### config.mk
export PLATFORM = sky130hd
export DESIGN_NAME = fetch_queue
export DESIGN_NICKNAME = d
export VERILOG_FILES = /design/src/rtl/carp_fetch_pkg.sv /design/src/rtl/fq_storage.sv /design/src/rtl/fetch_queue.sv
export SDC_FILE = /design/constraint.sdc
export NUM_CORES = 1
export LEC_CHECK = 0
export CAP_MARGIN = 20
export CORE_MARGIN = 2
export CORE_UTILIZATION = 25
export CTS_BUF_LIST = sky130_fd_sc_hd__clkbuf_8 sky130_fd_sc_hd__clkbuf_16
export CTS_CLUSTER_DIAMETER = 50
export DETAILED_ROUTE_END_ITERATION = 10
export MAX_ROUTING_LAYER = met4
export PLACE_DENSITY = 0.49
export SYNTH_ARGS = -nofsm -noshare
export SYNTH_HDL_FRONTEND = slang
export SYNTH_HIERARCHICAL = 1
export SYNTH_SLANG_ARGS = --single-unit
### constraint.sdc
create_clock -name CLK -period 13.85 [get_ports CLK]
set_input_delay 2.0775 -clock CLK [delete_from_list [all_inputs] [get_ports CLK]]
set_output_delay 2.0775 -clock CLK [all_outputs]
set_load 0.01 [all_outputs]
### src/rtl/carp_fetch_pkg.sv
// Shared types and constants for the CARP fetch front end.
package carp_fetch_pkg;

   localparam int unsigned INSTR_BYTES = 4;
   // Reserved for filling flushed slots with a harmless addi x0,x0,0.
   localparam logic [31:0] NOP_IR = 32'h0000_0013;

   typedef struct packed {
      logic [31:0] pc;
      logic [31:0] nextpc;
      logic [31:0] ir;
   } fq_entry_t;

   localparam int unsigned ENTRY_W = $bits(fq_entry_t);

endpackage

### src/rtl/fq_storage.sv
// Fetch queue entry array: one synchronous write port, one asynchronous read port, no reset.
module fq_storage
   import carp_fetch_pkg::*;
#(
   parameter int unsigned DEPTH = 4,
   localparam int unsigned PW = $clog2(DEPTH)
) (
   input  logic               CLK,
   input  logic               we_i,
   input  logic [PW-1:0]      waddr_i,
   input  logic [ENTRY_W-1:0] wdata_i,
   input  logic [PW-1:0]      raddr_i,
   output logic [ENTRY_W-1:0] rdata_o
);

   logic [ENTRY_W-1:0] mem_q [DEPTH];

   always_ff @(posedge CLK) begin
      if (we_i) begin
         mem_q[waddr_i] <= wdata_i;
      end
   end

   assign rdata_o = mem_q[raddr_i];

endmodule

### src/rtl/fetch_queue.sv
// CARP instruction-fetch front end: owns fetch PC, drives IMEM, buffers fetched words for decode.
// Define FQ_BYPASS_EN to let an empty queue forward the IMEM word straight to decode.
module fetch_queue
   import carp_fetch_pkg::*;
#(
   parameter int unsigned DEPTH    = 4,
   parameter logic [31:0] RESET_PC = 32'h0
) (
   input  logic                     CLK,
   input  logic                     RST,
   input  logic                     REDIRECT,
   input  logic [31:0]              REDIRECT_PC,
   output logic                     IMEM_RDEN,
   output logic [13:0]              IMEM_ADDR,
   input  logic [31:0]              IMEM_DATA,
   output logic                     D_VALID,
   input  logic                     D_READY,
   output logic [31:0]              D_PC,
   output logic [31:0]              D_NEXTPC,
   output logic [31:0]              D_IR,
   output logic [$clog2(DEPTH):0]   COUNT
);

   localparam int unsigned PW = $clog2(DEPTH);
   localparam int unsigned CW = PW + 1;

   logic [PW-1:0] rd_ptr_q, wr_ptr_q;
   logic [CW-1:0] count_q, count_d;
   logic [31:0]   fetch_pc_q;

   logic          empty, full, bypass, pop, push, fifo_pop, fifo_push;
   fq_entry_t     fetch_entry, head_entry, out_entry;
   logic          unused_redirect_lsbs;

   assign unused_redirect_lsbs = ^REDIRECT_PC[1:0];

   assign empty = (count_q == '0);
   assign full  = (count_q == CW'(DEPTH));

   assign fetch_entry = '{pc:     fetch_pc_q,
                          nextpc: fetch_pc_q + 32'(INSTR_BYTES),
                          ir:     IMEM_DATA};

`ifdef FQ_BYPASS_EN
   assign bypass = empty & ~REDIRECT;
`else
   assign bypass = 1'b0;
`endif

   fq_storage #(
      .DEPTH (DEPTH)
   ) u_storage (
      .CLK     (CLK),
      .we_i    (fifo_push),
      .waddr_i (wr_ptr_q),
      .wdata_i (fetch_entry),
      .raddr_i (rd_ptr_q),
      .rdata_o (head_entry)
   );

   always_comb begin
      D_VALID   = ~REDIRECT & (~empty | bypass);
      pop       = D_VALID & D_READY;
      push      = ~REDIRECT & (~full | pop);
      fifo_pop  = pop & ~empty;
      // A bypassed word consumed by decode never occupies a slot.
      fifo_push = push & ~(bypass & D_READY);

      count_d = count_q;
      case ({fifo_push, fifo_pop})
         2'b10:   count_d = count_q + 1'b1;
         2'b01:   count_d = count_q - 1'b1;
         default: count_d = count_q;
      endcase

      if (!empty) begin
         out_entry = head_entry;
      end else if (bypass) begin
         out_entry = fetch_entry;
      end else begin
         out_entry = '0;
      end
   end

   assign IMEM_RDEN = push;
   assign IMEM_ADDR = fetch_pc_q[15:2];
   assign D_PC      = out_entry.pc;
   assign D_NEXTPC  = out_entry.nextpc;
   assign D_IR      = out_entry.ir;
   assign COUNT     = count_q;

   always_ff @(posedge CLK) begin
      if (RST) begin
         rd_ptr_q   <= '0;
         wr_ptr_q   <= '0;
         count_q    <= '0;
         fetch_pc_q <= RESET_PC;
      end else if (REDIRECT) begin
         rd_ptr_q   <= '0;
         wr_ptr_q   <= '0;
         count_q    <= '0;
         fetch_pc_q <= {REDIRECT_PC[31:2], 2'b00};
      end else begin
         if (fifo_push) wr_ptr_q <= wr_ptr_q + 1'b1;
         if (fifo_pop)  rd_ptr_q <= rd_ptr_q + 1'b1;
         count_q <= count_d;
         if (push) fetch_pc_q <= fetch_pc_q + 32'(INSTR_BYTES);
      end
   end

endmodule

## After elaboration in Yosys (flattened, before gate mapping)

Memory sizes are Yosys's and may differ from the RTL's. A register that Yosys moved wholly into a read port is not among the register bits.
Cells that the tools add are included.

| storage, ports and cells | value |
|---|---|
| memory bits (writable) | 384 |
| output and inout port bits | 115 |
| input port bits | 68 |
| bits in latches | 0 |
| word-level logic and storage cells | 34 |
| memory bits (read-only) | 0 |
| memories | 1 |
| register bits after elaboration | 39 |

| operators by class | value |
|---|---|
| add/subtract/negate cells | 5 |
| multiplexer cells | 8 |
| equality and inequality tests | 3 |
| multipliers | 0 |
| bitwise gates (word level) | 8 |
| reduce and logical (&&, ||, !) cells | 4 |
| divide/modulo/power cells | 0 |
| $lt $le $gt $ge | 0 |
| shift-type cells | 0 |

Memory list:

| memory | words | bits a word | rd ports | clocked after memory_dff | write ports | RTL line | RTL |
|---|---|---|---|---|---|---|---|
| u_storage.mem_q | 4 | 96 | 1 | 1 | 1 | fq_storage.sv:16 | `logic [ENTRY_W-1:0] mem_q [DEPTH];` |

Operators by type and width:

| kind | count |
|---|---|
| $mux W96 | 1 |
| $mux W32 | 2 |
| $add A32 B3 Y32 const B | 1 |
| $pmux W3 S2 | 1 |
| $add A2 B1 Y2 const B | 2 |
| $and A1 B1 Y1 | 4 |
| $mux W2 | 2 |
| $reduce_bool A2 Y1 | 2 |
| $add A3 B1 Y3 const B | 1 |
| $eq A3 B3 Y1 const B | 1 |
| $logic_not A3 Y1 | 1 |
| $not A1 Y1 | 3 |
| $sub A3 B1 Y3 const B | 1 |
| $eq A2 B1 Y1 const B | 1 |
| $eq A2 B2 Y1 const B | 1 |
| $mux W1 | 2 |
| $reduce_or A2 Y1 | 1 |
| $or A1 B1 Y1 | 1 |

## Longest topological paths before layout

| depth | value |
|---|---|
| depth in word-level cells | 8 |
| depth in mapped cells | 11 |
| gate-level depth less buffers | 9 |

## By module

The synthesis kept the hierarchy.

Modules (own cells, without submodules):

| module | sequential area each (um^2) | cells each | area an instance (um^2) | times used |
|---|---|---|---|---|
| fq_storage | 11531.1 | 506 | 13889.6 | 1 |
| fetch_queue | 740.7 | 453 | 3378.2 | 1 |

## Worst setup path before layout

Ideal clock, no wire load.

| path | value |
|---|---|
| kind | input-to-reg |
| from | input REDIRECT |
| to | memory u_storage/mem_q[0][0] in the netlist's numbering (enable) |
| cell stages on the path | 5 |
| setup slack | 3.372 ns |
| path buffers | 1 |
| data required time | 13.162 ns |
| setup time | 0.688 ns |
| data arrival time | 9.790 ns |
| cell sequence | inv_1 clkbuf_1 o21ai_0 inv_1 nor3b_1 |

| on the way | value |
|---|---|
| word-level cells in the longest chain between the ends | 7 |

RTL lines:

| item | RTL line | RTL |
|---|---|---|
| start, declared | fetch_queue.sv:11 | `input logic REDIRECT,` |
| $not A1 Y1 * | fetch_queue.sv:62, fetch_queue.sv:64 |  |
| $and A1 B1 Y1 | fetch_queue.sv:62 | `D_VALID = ~REDIRECT & (~empty \| bypass);` |
| $and A1 B1 Y1 | fetch_queue.sv:63 | `pop = D_VALID & D_READY;` |
| $or A1 B1 Y1 | fetch_queue.sv:64 | `push = ~REDIRECT & (~full \| pop);` |
| $and A1 B1 Y1 * | fetch_queue.sv:64 |  |
| net IMEM_RDEN | fetch_queue.sv:13 | `output logic IMEM_RDEN,` |
| $mux W1 * | fq_storage.sv:19 | `if (we_i) begin` |
| $mux W1 (implied by the code) * | fq_storage.sv:20 | `mem_q[waddr_i] <= wdata_i;` |
| end, declared | fq_storage.sv:16 |  |

The timed path passes the listed nets; every way through them passes the cells marked *.

## Final worst setup path

| path | value |
|---|---|
| from | input REDIRECT |
| to | output IMEM_RDEN |

| on the way | value |
|---|---|
| word-level cells in the longest chain between the ends | 5 |

RTL lines:

| item | RTL line |
|---|---|
| $not A1 Y1 * | fetch_queue.sv:62, fetch_queue.sv:64 |
| $and A1 B1 Y1 | fetch_queue.sv:62 |
| $and A1 B1 Y1 | fetch_queue.sv:63 |
| $or A1 B1 Y1 | fetch_queue.sv:64 |
| $and A1 B1 Y1 * | fetch_queue.sv:64 |
| end, declared | fetch_queue.sv:13 |

Mark *: on every way between the ends. The rest lies on a longest branch, timed or not.

==> summary.md <==
| Metric | Value |
|---|---|
| Status | finished clean |
| Clock Root Buffer | clkbuf_16 |
| Via Count | between 9k and 10k |
| Setup TNS | 0 ns |
| Synth Area in Adders | 0.00290 |
| Post-Synth Simple-Gate Area | 0.0836 |
| Setup slack after layout | between 7 and 8 ns |
| Num CTS Buffers | 54 |
| Slew Limit Fails | 0 |
| # diodes | 0 |
| Vias per cell | ~4.5 |
| Post-Synth XOR/XNOR Area | 0.0223 |
| Count of state elements after synthesis | between 400 and 500 |
| Drt drc | 0 |
| Leading area contributor after synthesis | edfxtp_1 |
| Worst setup path category | in2out |
| Largest net degree at the start of global routing | 86 |
| Dpl hpwl | ~27 mm |
| Initial Util | 0.252 |
| Clk_lat worst skew | ~0.60 ns |
| Minimum clock period | around 6.6 ns |
| H-tree level count | 2 |
| Setup WS pre-CTS | 7.24 ns |
| Register area share after synthesis | 0.711 |
| Layout Utilization | 0.318 |
| Final Non-Filler Cells | ~2.1k |
| VDD IR max | about 0.083 mV |
| CTS sink count | approximately 420 |
| Most numerous cell in the Yosys netlist | edfxtp_1 |
| Maxcap violations | 0 |
| Leak Pwr | just under 7 nW |
| Synth top area cells | edfxtp_1, mux4_2, dfxtp_1, and2_1, xor2_1 |
| Clock Pin Slew Worst Setup and Hold Paths | ~0.050 ns |
| Row count | 96 |
| Layout cell share with drive strength beyond 1 | 0.178 |
| Total Wirelength | roughly 45 mm |
| Most frequent cells after synthesis | edfxtp_1, and2_1, mux4_2, nor2_1, dfxtp_1 |
| FF-to-FF path depth | 7 |
| First drt pass iteration count | 4 |
| Synth Instances | about 960 |
| Initial DRC count | roughly 640 |
| Die width | about 270 µm |
| Compound-Gate Fraction of Synth Area | 0.0263 |
| Post-CTS Setup Bufs | 0 |
| IO buf count | 180 |
| Final setup viols | 0 |
| Die area | 71200 µm² |
| Final Hold Fails | 0 |
| Total number of yosys warnings | 6 |
| Cell Area, Synth | approximately 17000 µm² |
| Crit start category | primary input |
| Placed Area | between 15000 and 20000 µm² |
| Crit path DAT | around 4.5 ns |
| WHS Path Cells | 0 |
| Total GRT Usage | 0.129 |
| Ys async rst share | 0 |
| CTS tree | done |
| Antenna viol nets, final | 0 |
| Syn avg cell area | ~18 µm² |
| Unrepaired setup endpoints after global routing | no |
| Core area | between 60000 and 70000 µm² |
| Synth top area share | 0.668 |
| RD Place Congestion | 0.763 |
| Slew margin rel. | 0.305 |
| Wire per inst | about 22 µm |
| Critical path required time | 11.77 ns |
| Die H | 267 µm |
| Design Area, Final | 21700 µm² |
| Crit path max fanout | 40 |
| Post-synthesis mux area share | 0.126 |
| Antenna violations before repair | 0 |
| HP Class | reg2reg |
| Maximum clock rate | about 150 MHz |
| Synth Flop Type | edfxtp_1 |
| Netlist cell types | 53 |
| Clock buffer depth | 3 |
| Vias in the first global route | ~9.5k |
| PwrDens | about 140 nW/µm² |
| Area Overhead vs Synth | 25.9% |
| Post_cts resized | 0 |
| Fin crit share | 0.473 |
| Clock Skew | about 0.023 ns |
| CP Capture Type | primary output |
| GRT overflow | 0 |
| IO Pins | roughly 180 |
| Inst Count DP | 1979 |
| Global-route wire length before repair | 65.3 mm |
| Main combinational cell family by area after synthesis | multiplexers |
| Worst Max-Slew Pin Slew | between 1 and 1.5 ns |
| Hold Buf Count CTS | 0 |
| Nets | between 1k and 1.5k |
| Post-synth EDFFs | between 300 and 400 |
==> cells by family after synthesis <==
family	after synthesis
AO/OA/AOI/OAI	62
multiplexers	98
AND/OR/NAND/NOR	246
other	1
flip-flops	421
adder cells (fa/ha/maj)	4
XOR/XNOR	44
buffers and inverters	83
==> state kept, by name, indices dropped and copies added, names as in the netlist <==
register / count
COUNT: 3
fetch_pc_q: 30
rd_ptr_q: 2
u_storage/mem_q: 384
wr_ptr_q: 2
==> path summary, 6_finish.rpt <==
kind / to / slack [ns] / startpoint
setup / recovery: IMEM_RDEN / 7.29 / REDIRECT
hold / removal: u_storage/mem_q[0][76] / 0.50 / fetch_pc_q[12]
setup reg to reg: u_storage/mem_q[2][64] / 10.23 / COUNT[0]
hold reg to reg: u_storage/mem_q[0][76] / 0.50 / fetch_pc_q[12]
==> critical path: stages <==
cell             delay [ns]
clkdlybuf4s50_1        0.39
buf_4                  0.20
inv_1                  0.30
buf_4                  0.47
o21ai_0                0.22
inv_1                  0.20
clkdlybuf4s50_1        0.59
==> layout make-up <==
cell class | instances | area, µm²
fill | 6664 | 46700
sequential | 421 | 12300
multi-input combinational | 470 | 4600
timing repair buffer | 199 | 1940
clock buffer | 56 | 1390
tap | 882 | 1100
clock inverter | 45 | 393
inverter | 7 | 26.3
==> per-layer routing <==
metal	global-route usage	up-vias	wire, µm
li1	-	4176	-
met4	0.0352	0	993
met1	0.173	4853	20300
met5	-	-	0
met2	0.199	254	21200
met3	0.0284	71	2460
==> where the power goes <==
group          total (mW)  switching [mW]  internal [mW]
clock network        1.36           0.553          0.811
logic               0.186          0.0961         0.0898
registers            1.46          0.0256           1.44
==> cell usage in the layout, fill, tap and decap left out, types with 4 or more instances in the layout <==
cell             count
xnor2_1             16
nand4_1              6
a21oi_1              5
edfxtp_1           384
conb_1              16
o221ai_1             5
o31ai_1              9
dfxtp_1             35
or3_1                5
a31oi_1              6
clkinv_4             6
and4_1               4
a211oi_1            10
clkinv_2             8
inv_6                4
nand2_1             22
or4_1               10
clkbuf_16           55
inv_1               18
nor2_1              38
a311oi_1            10
nand3_1             15
clkdlybuf4s50_1    180
nor3_1               6
buf_4               19
o21ai_0              7
clkinv_1             4
xor2_1              28
and3_1               5
mux4_2              96
bufinv_16            4
and2_1             106
ha_1                 4
nor4_1               9
==> metrics by stage <==
| stage | power (mW) | hold WS, ns |
|---|---|---|
| after floorplan | 1.58 | 0.455 |
| after global placement | 1.68 | 0.477 |
| after detailed placement | 1.68 | 0.485 |
| after CTS | 3.06 | 0.504 |
| after global routing | 3.12 | 0.523 |
| final | 3.01 | 0.498 |
No activity file was read; power rests on OpenSTA's default activity.
